File: config.mk
export PLATFORM = sky130hd
export DESIGN_NAME = long_mul_seq
export DESIGN_NICKNAME = d
export VERILOG_FILES = /design/src/rtl/long_mul_seq.sv
export SDC_FILE = /design/constraint.sdc
export NUM_CORES = 1
export LEC_CHECK = 0
export CORE_AREA = 2 2 187 189
export CTS_CLUSTER_SIZE = 16
export DETAILED_ROUTE_END_ITERATION = 12
export DIE_AREA = 0 0 189 191
export GPL_TIMING_DRIVEN = 1
export PLACE_DENSITY_LB_ADDON = 0.2
export SETUP_SLACK_MARGIN = 0.02
export SLEW_MARGIN = 20
export SYNTH_ARGS = -nofsm -noshare
export SYNTH_HDL_FRONTEND = slang
export SYNTH_SLANG_ARGS = --single-unit
File: constraint.sdc
create_clock -name clk -period 6.4 [get_ports clk]
set_input_delay 0.96 -clock clk [delete_from_list [all_inputs] [get_ports clk]]
set_output_delay 0.96 -clock clk [all_outputs]
set_load 0.05 [all_outputs]
File: src/rtl/long_mul_seq.sv
// Sequential shift-add long multiplier (UMULL/SMULL/UMLAL/SMLAL), one multiplier bit per cycle.
// Latency: start accepted at edge N -> done pulses in the cycle after edge N+WIDTH+2 (WIDTH+3 busy cycles).
// Backpressure: none queued; start is only sampled while idle, caller stalls on busy; flush aborts.
//
// Ports:
//   clk         rising-edge clock
//   reset       asynchronous active-low reset
//   start       request a multiply (sampled only when idle, and not while flush is high)
//   signed_op   1 = two's-complement operands, 0 = unsigned
//   accumulate  1 = add acc_in to the product
//   src_a       multiplicand
//   src_b       multiplier
//   acc_in      accumulate value {hi,lo}
//   flush       synchronous abort back to idle; no done, results untouched
//   busy        high from the accepted start through the done cycle inclusive
//   done        single-cycle pulse; result_lo/result_hi valid
//   result_lo   low word of the last completed result
//   result_hi   high word of the last completed result
module long_mul_seq #(
    parameter int WIDTH = 32,
    parameter int CNT_W = 6
) (
    input  logic               clk,
    input  logic               reset,
    input  logic               start,
    input  logic               signed_op,
    input  logic               accumulate,
    input  logic [WIDTH-1:0]   src_a,
    input  logic [WIDTH-1:0]   src_b,
    input  logic [2*WIDTH-1:0] acc_in,
    input  logic               flush,
    output logic               busy,
    output logic               done,
    output logic [WIDTH-1:0]   result_lo,
    output logic [WIDTH-1:0]   result_hi
);

    typedef enum logic [2:0] {
        S_IDLE = 3'd0,
        S_LOAD = 3'd1,
        S_ITER = 3'd2,
        S_SIGN = 3'd3,
        S_DONE = 3'd4
    } state_t;

    state_t state;
    state_t state_nxt;

    // Captured request and working registers.
    logic [WIDTH-1:0]   mcand;     // raw src_a after capture, magnitude after LOAD
    logic [WIDTH-1:0]   mplier;    // raw src_b after capture, magnitude after LOAD, shifts right in ITER
    logic [2*WIDTH-1:0] acc_q;
    logic               sgn_q;
    logic               acc_en_q;
    logic               neg_q;
    logic [2*WIDTH-1:0] prod;
    logic [CNT_W-1:0]   cnt;

    // Datapath combinational terms.
    logic [WIDTH:0]     upper_sum;
    logic [2*WIDTH-1:0] iter_prod;
    logic [2*WIDTH-1:0] prod_signed;
    logic [2*WIDTH-1:0] fin_prod;
    logic [WIDTH-1:0]   mag_a;
    logic [WIDTH-1:0]   mag_b;
    logic               accept;

    // flush wins over start while idle.
    assign accept = (state == S_IDLE) && start && !flush;

    //------------------------------------------------------------------
    // Control FSM
    //------------------------------------------------------------------
    always_ff @(posedge clk or negedge reset) begin
        if (!reset) begin
            state <= S_IDLE;
        end else begin
            state <= state_nxt;
        end
    end

    always_comb begin
        state_nxt = state;
        busy      = 1'b0;
        done      = 1'b0;
        case (state)
            S_IDLE: begin
                if (start) begin
                    state_nxt = S_LOAD;
                end
            end
            S_LOAD: begin
                busy      = 1'b1;
                state_nxt = S_ITER;
            end
            S_ITER: begin
                busy = 1'b1;
                // Counter was loaded with WIDTH, so the cycle that sees 1 is the last bit.
                if (cnt == CNT_W'(1)) begin
                    state_nxt = S_SIGN;
                end
            end
            S_SIGN: begin
                busy      = 1'b1;
                state_nxt = S_DONE;
            end
            S_DONE: begin
                busy      = 1'b1;
                done      = 1'b1;
                state_nxt = S_IDLE;
            end
            default: begin
                state_nxt = S_IDLE;
            end
        endcase
        if (flush) begin
            state_nxt = S_IDLE;
        end
    end

    //------------------------------------------------------------------
    // Datapath
    //------------------------------------------------------------------
    always_comb begin
        // Magnitudes stay WIDTH-bit unsigned, so the most negative value
        // negates to exactly 2^(WIDTH-1) without loss.
        mag_a = mcand;
        mag_b = mplier;
        if (sgn_q && mcand[WIDTH-1]) begin
            mag_a = (~mcand) + WIDTH'(1);
        end
        if (sgn_q && mplier[WIDTH-1]) begin
            mag_b = (~mplier) + WIDTH'(1);
        end

        // Add the multiplicand into the upper half with a carry bit, then
        // shift the whole {carry,product} right by one.
        upper_sum = {1'b0, prod[2*WIDTH-1:WIDTH]};
        if (mplier[0]) begin
            upper_sum = upper_sum + {1'b0, mcand};
        end
        iter_prod = {upper_sum, prod[WIDTH-1:1]};

        prod_signed = prod;
        if (neg_q) begin
            prod_signed = (~prod) + (2*WIDTH)'(1);
        end
        // Accumulation wraps modulo 2^(2*WIDTH).
        fin_prod = prod_signed;
        if (acc_en_q) begin
            fin_prod = prod_signed + acc_q;
        end
    end

    always_ff @(posedge clk or negedge reset) begin
        if (!reset) begin
            mcand     <= '0;
            mplier    <= '0;
            acc_q     <= '0;
            sgn_q     <= 1'b0;
            acc_en_q  <= 1'b0;
            neg_q     <= 1'b0;
            prod      <= '0;
            cnt       <= '0;
            result_lo <= '0;
            result_hi <= '0;
        end else begin
            case (state)
                S_IDLE: begin
                    if (accept) begin
                        mcand    <= src_a;
                        mplier   <= src_b;
                        acc_q    <= acc_in;
                        sgn_q    <= signed_op;
                        acc_en_q <= accumulate;
                    end
                end
                S_LOAD: begin
                    mcand  <= mag_a;
                    mplier <= mag_b;
                    neg_q  <= sgn_q & (mcand[WIDTH-1] ^ mplier[WIDTH-1]);
                    prod   <= '0;
                    cnt    <= CNT_W'(WIDTH);
                end
                S_ITER: begin
                    prod   <= iter_prod;
                    mplier <= mplier >> 1;
                    cnt    <= cnt - CNT_W'(1);
                end
                S_SIGN: begin
                    prod <= fin_prod;
                    // Results only change when DONE is actually entered.
                    if (!flush) begin
                        result_lo <= fin_prod[WIDTH-1:0];
                        result_hi <= fin_prod[2*WIDTH-1:WIDTH];
                    end
                end
                default: begin
                end
            endcase
        end
    end

endmodule
==> flow_summary.json, run 1 <==
{
  "status": "completed",
  "top_usage_layer": "met2",
  "p_sw_uw": 6094,
  "internal_power_uw": 5946,
  "synthesis.nets": 2734,
  "seq_area_frac_synth": 0.3388,
  "sw_frac_of_total": 0.5061,
  "grt_max_degree": 170,
  "vdd_ir_drop_max_uv": 374.3,
  "cts_tree": "built",
  "rsz0062_at_grt": "false",
  "power.leakage_uw": 0.009985,
  "die_y_um": 191,
  "clk_latency_ps": 590,
  "cts.path.max_buffers": 3,
  "portBuffers": 199,
  "critical_path.reg2reg.endpoint": "prod[61]",
  "ctsRootBufferMaster": "clkbuf_16",
  "cts_num_sinks": 268,
  "gp_congestion": 0.9869,
  "use_met1": 0.4550,
  "hpwl_um": 48970,
  "critPathArrivalTime_ps": 6670,
  "yosysWarnings": 0,
  "diodes": 0,
  "synth_common_cells": "nand2_1 (479), o21ai_0 (282), dfrtp_1 (268)",
  "hold_class": "input port to async pin",
  "clock_skew_ps": 19.24,
  "cts_resized": 0,
  "yosysUniqueCellTypes": 76,
  "maxCapViolations": 0,
  "antenna_found_initial": 2,
  "initial_core_util": 0.5802,
  "worstPathMaxFanout": 8,
  "yosysTopAreaCell": "dfrtp_1",
  "grt_first_pass_wirelength_um": 105200,
  "clkPwrFrac": 0.149,
  "synth_cells": 2493,
  "layout_min_cycle_time_ps": 6154,
  "first_global_vias": 19620,
  "synth_flop_cell": "dfrtp_1",
  "setup_violations": 0,
  "power_uw": 12040,
  "synth-edff-count": 0,
  "rows": 68,
  "routedWlPerCell_um": 21.65,
  "p_per_area_nw_per_um2": 521.6,
  "die_area_um2": 36100,
  "drv_slew": 0,
  "grt.met3_usage": 0.05085,
  "tightestPinTransition_ps": 1225,
  "core_area_um2": 34120,
  "required_ps": 6920,
  "drt_drc_violations_left": 0,
  "finalSetupTns_ps": 0,
  "syn_to_final_growth_pct": 16.62,
  "avgSynthCellArea_um2": 7.940,
  "ys_ff_latch": 268,
  "ioPinCount": 200,
  "cp-start-kind": "flip-flop",
  "grt_util_all_layers": 0.3661,
  "clk_pin_slew_ps": 60,
  "synth-async-reset-ratio": 1.000,
  "grt_overflow": 0,
  "drt-initial-drc-count": 1962,
  "drive_gt1_frac": 0.05219,
  "hold_viol": 0,
  "dp_cells": 3023,
  "ff2ff_path_depth": 19,
  "clock.fmax_mhz": 162.5,
  "path_class": "flip-flop to flip-flop",
  "via_per_inst": 6.507,
  "slew_headroom": 0.1802,
  "end_kind": "flip-flop",
  "num-nets-final": 2842,
  "first_pass_iters": 6,
  "seq_power_share": 0.243,
  "final_cell_count_no_fill": 3080,
  "vias": 20040,
  "cts_hold_buffers": 0,
  "yosysMostFrequentCell": "nand2_1",
  "die_x_um": 189,
  "synth_top_area_frac": 0.3388,
  "pre_cts_slack_ps": 419.7,
  "grtUsageMet2": 0.6164,
  "synthTopCellsByArea": "dfrtp_1 (34%), nand2_1 (9.1%), o21ai_0 (7.1%)",
  "r2r_slack_ps": 250,
  "setup_ws_ps": 245.7,
  "r2r-start": "prod[9]",
  "drt_wl_total_um": 66700,
  "p_comb_frac": 0.608,
  "post_cts_buffers": 0,
  "htreeDepth": 1,
  "final_antenna_net_count": 0,
  "timing.final.crit_share": 0.9616,
  "cts_buffers": 31,
  "netlist_area_um2": 19800
}
-- layout by cell type (no fill, tap or decap), types with 31 or more instances in the layout --
cell / n
nand2_1: 478
o21ai_0: 282
dfrtp_1: 267
clkdlybuf4s50_1: 198
a21oi_1: 172
nor2_1: 164
xnor2_1: 114
ha_1: 105
nor3_1: 59
inv_1: 52
a21o_1: 46
xor2_1: 38
buf_4: 34
or3_1: 33
nand3_1: 33
a211oi_1: 33
clkbuf_16: 31
-- layer usage --
metal  vias up  wire, um
met4         2      3839
met3       236      4513
li1       9259         -
met2       928     31770
met1      9616     26560
met5         -        11
-- worst max path at each step --
stage                        start             to  slack, ps
after CTS                 prod[13]       prod[61]        380
after detailed placement  prod[13]       prod[61]        420
after global placement    prod[13]  result_hi[30]        700
after global routing       prod[9]       prod[61]         80
after floorplan            prod[9]       prod[61]       1220
final                      prod[9]       prod[61]        250
-- state kept, by name, summed over array words and instances, names as in the netlist --
signal     cells
acc_en_q       1
acc_q         64
cnt            6
mcand         32
mplier        32
neg_q          1
prod          64
result_hi     32
result_lo     32
sgn_q          1
state          3
-- critical path, cell delays in order, from the launching register on --
cell and delay [ps]:
dfrtp_1 430, or4_1 650, or4_1 650, nor4_1 280, buf_4 210, nand2_1 60, or2_2 290, o31ai_1 250
xnor2_1 140, ha_1 470, nand4_1 160, or3_1 450, nor4_1 200, a21boi_0 150, buf_4 200, o21ai_0 410
a31oi_1 190, xor2_1 180, a2111oi_0 530, a221o_1 190
-- area by class of cell --
type,instances,area (um^2)
flip-flops and latches,268,6708
fillers,2884,11030
repair buffers,234,2272
clock inverters,14,98.84
well taps,455,569.3
inverters,53,198.9
clock buffers,43,920.9
multi-input cells,2013,12320
-- stage by stage --
stage	hold WS [ps]	utilization	cell area, um^2
2_1_floorplan	445.9	-	19800
3_3_place_gp	461.6	0.6466	22060
3_5_place_dp	468.8	0.6466	22060
4_1_cts	407.5	0.6765	23080
5_1_grt	436.2	0.6767	23090
6_report	372.3	0.6767	23090
-- power by group through the flow --
stage	Sequential, uW	Combinational (uW)	Clock (uW)
floorplan	3190	4690	0
global placement	2900	7070	0
detailed placement	2920	7160	0
CTS	2900	7220	1810
global route	2990	7950	1870
finish	2920	7330	1790
-- cells by family after synthesis --
kind of cell	Yosys count	share of synthesized area
buffers and inverters	212	0.04045
xor gates and xnor gates	152	0.06725
and+or+nand+nor	923	0.2110
adders and majority gates	107	0.06839
DFF	268	0.3388
muxes	33	0.01700
AOI/OAI and AO/OA	798	0.2571
(Power assumes the default switching activity.)
==> run 2: changes to the inputs <==
Settings changed: SETUP_SLACK_MARGIN 0.02 to 0.05.
==> results of run 2 <==
No change in the layout: final DEF, timing and power equal those of run 1.
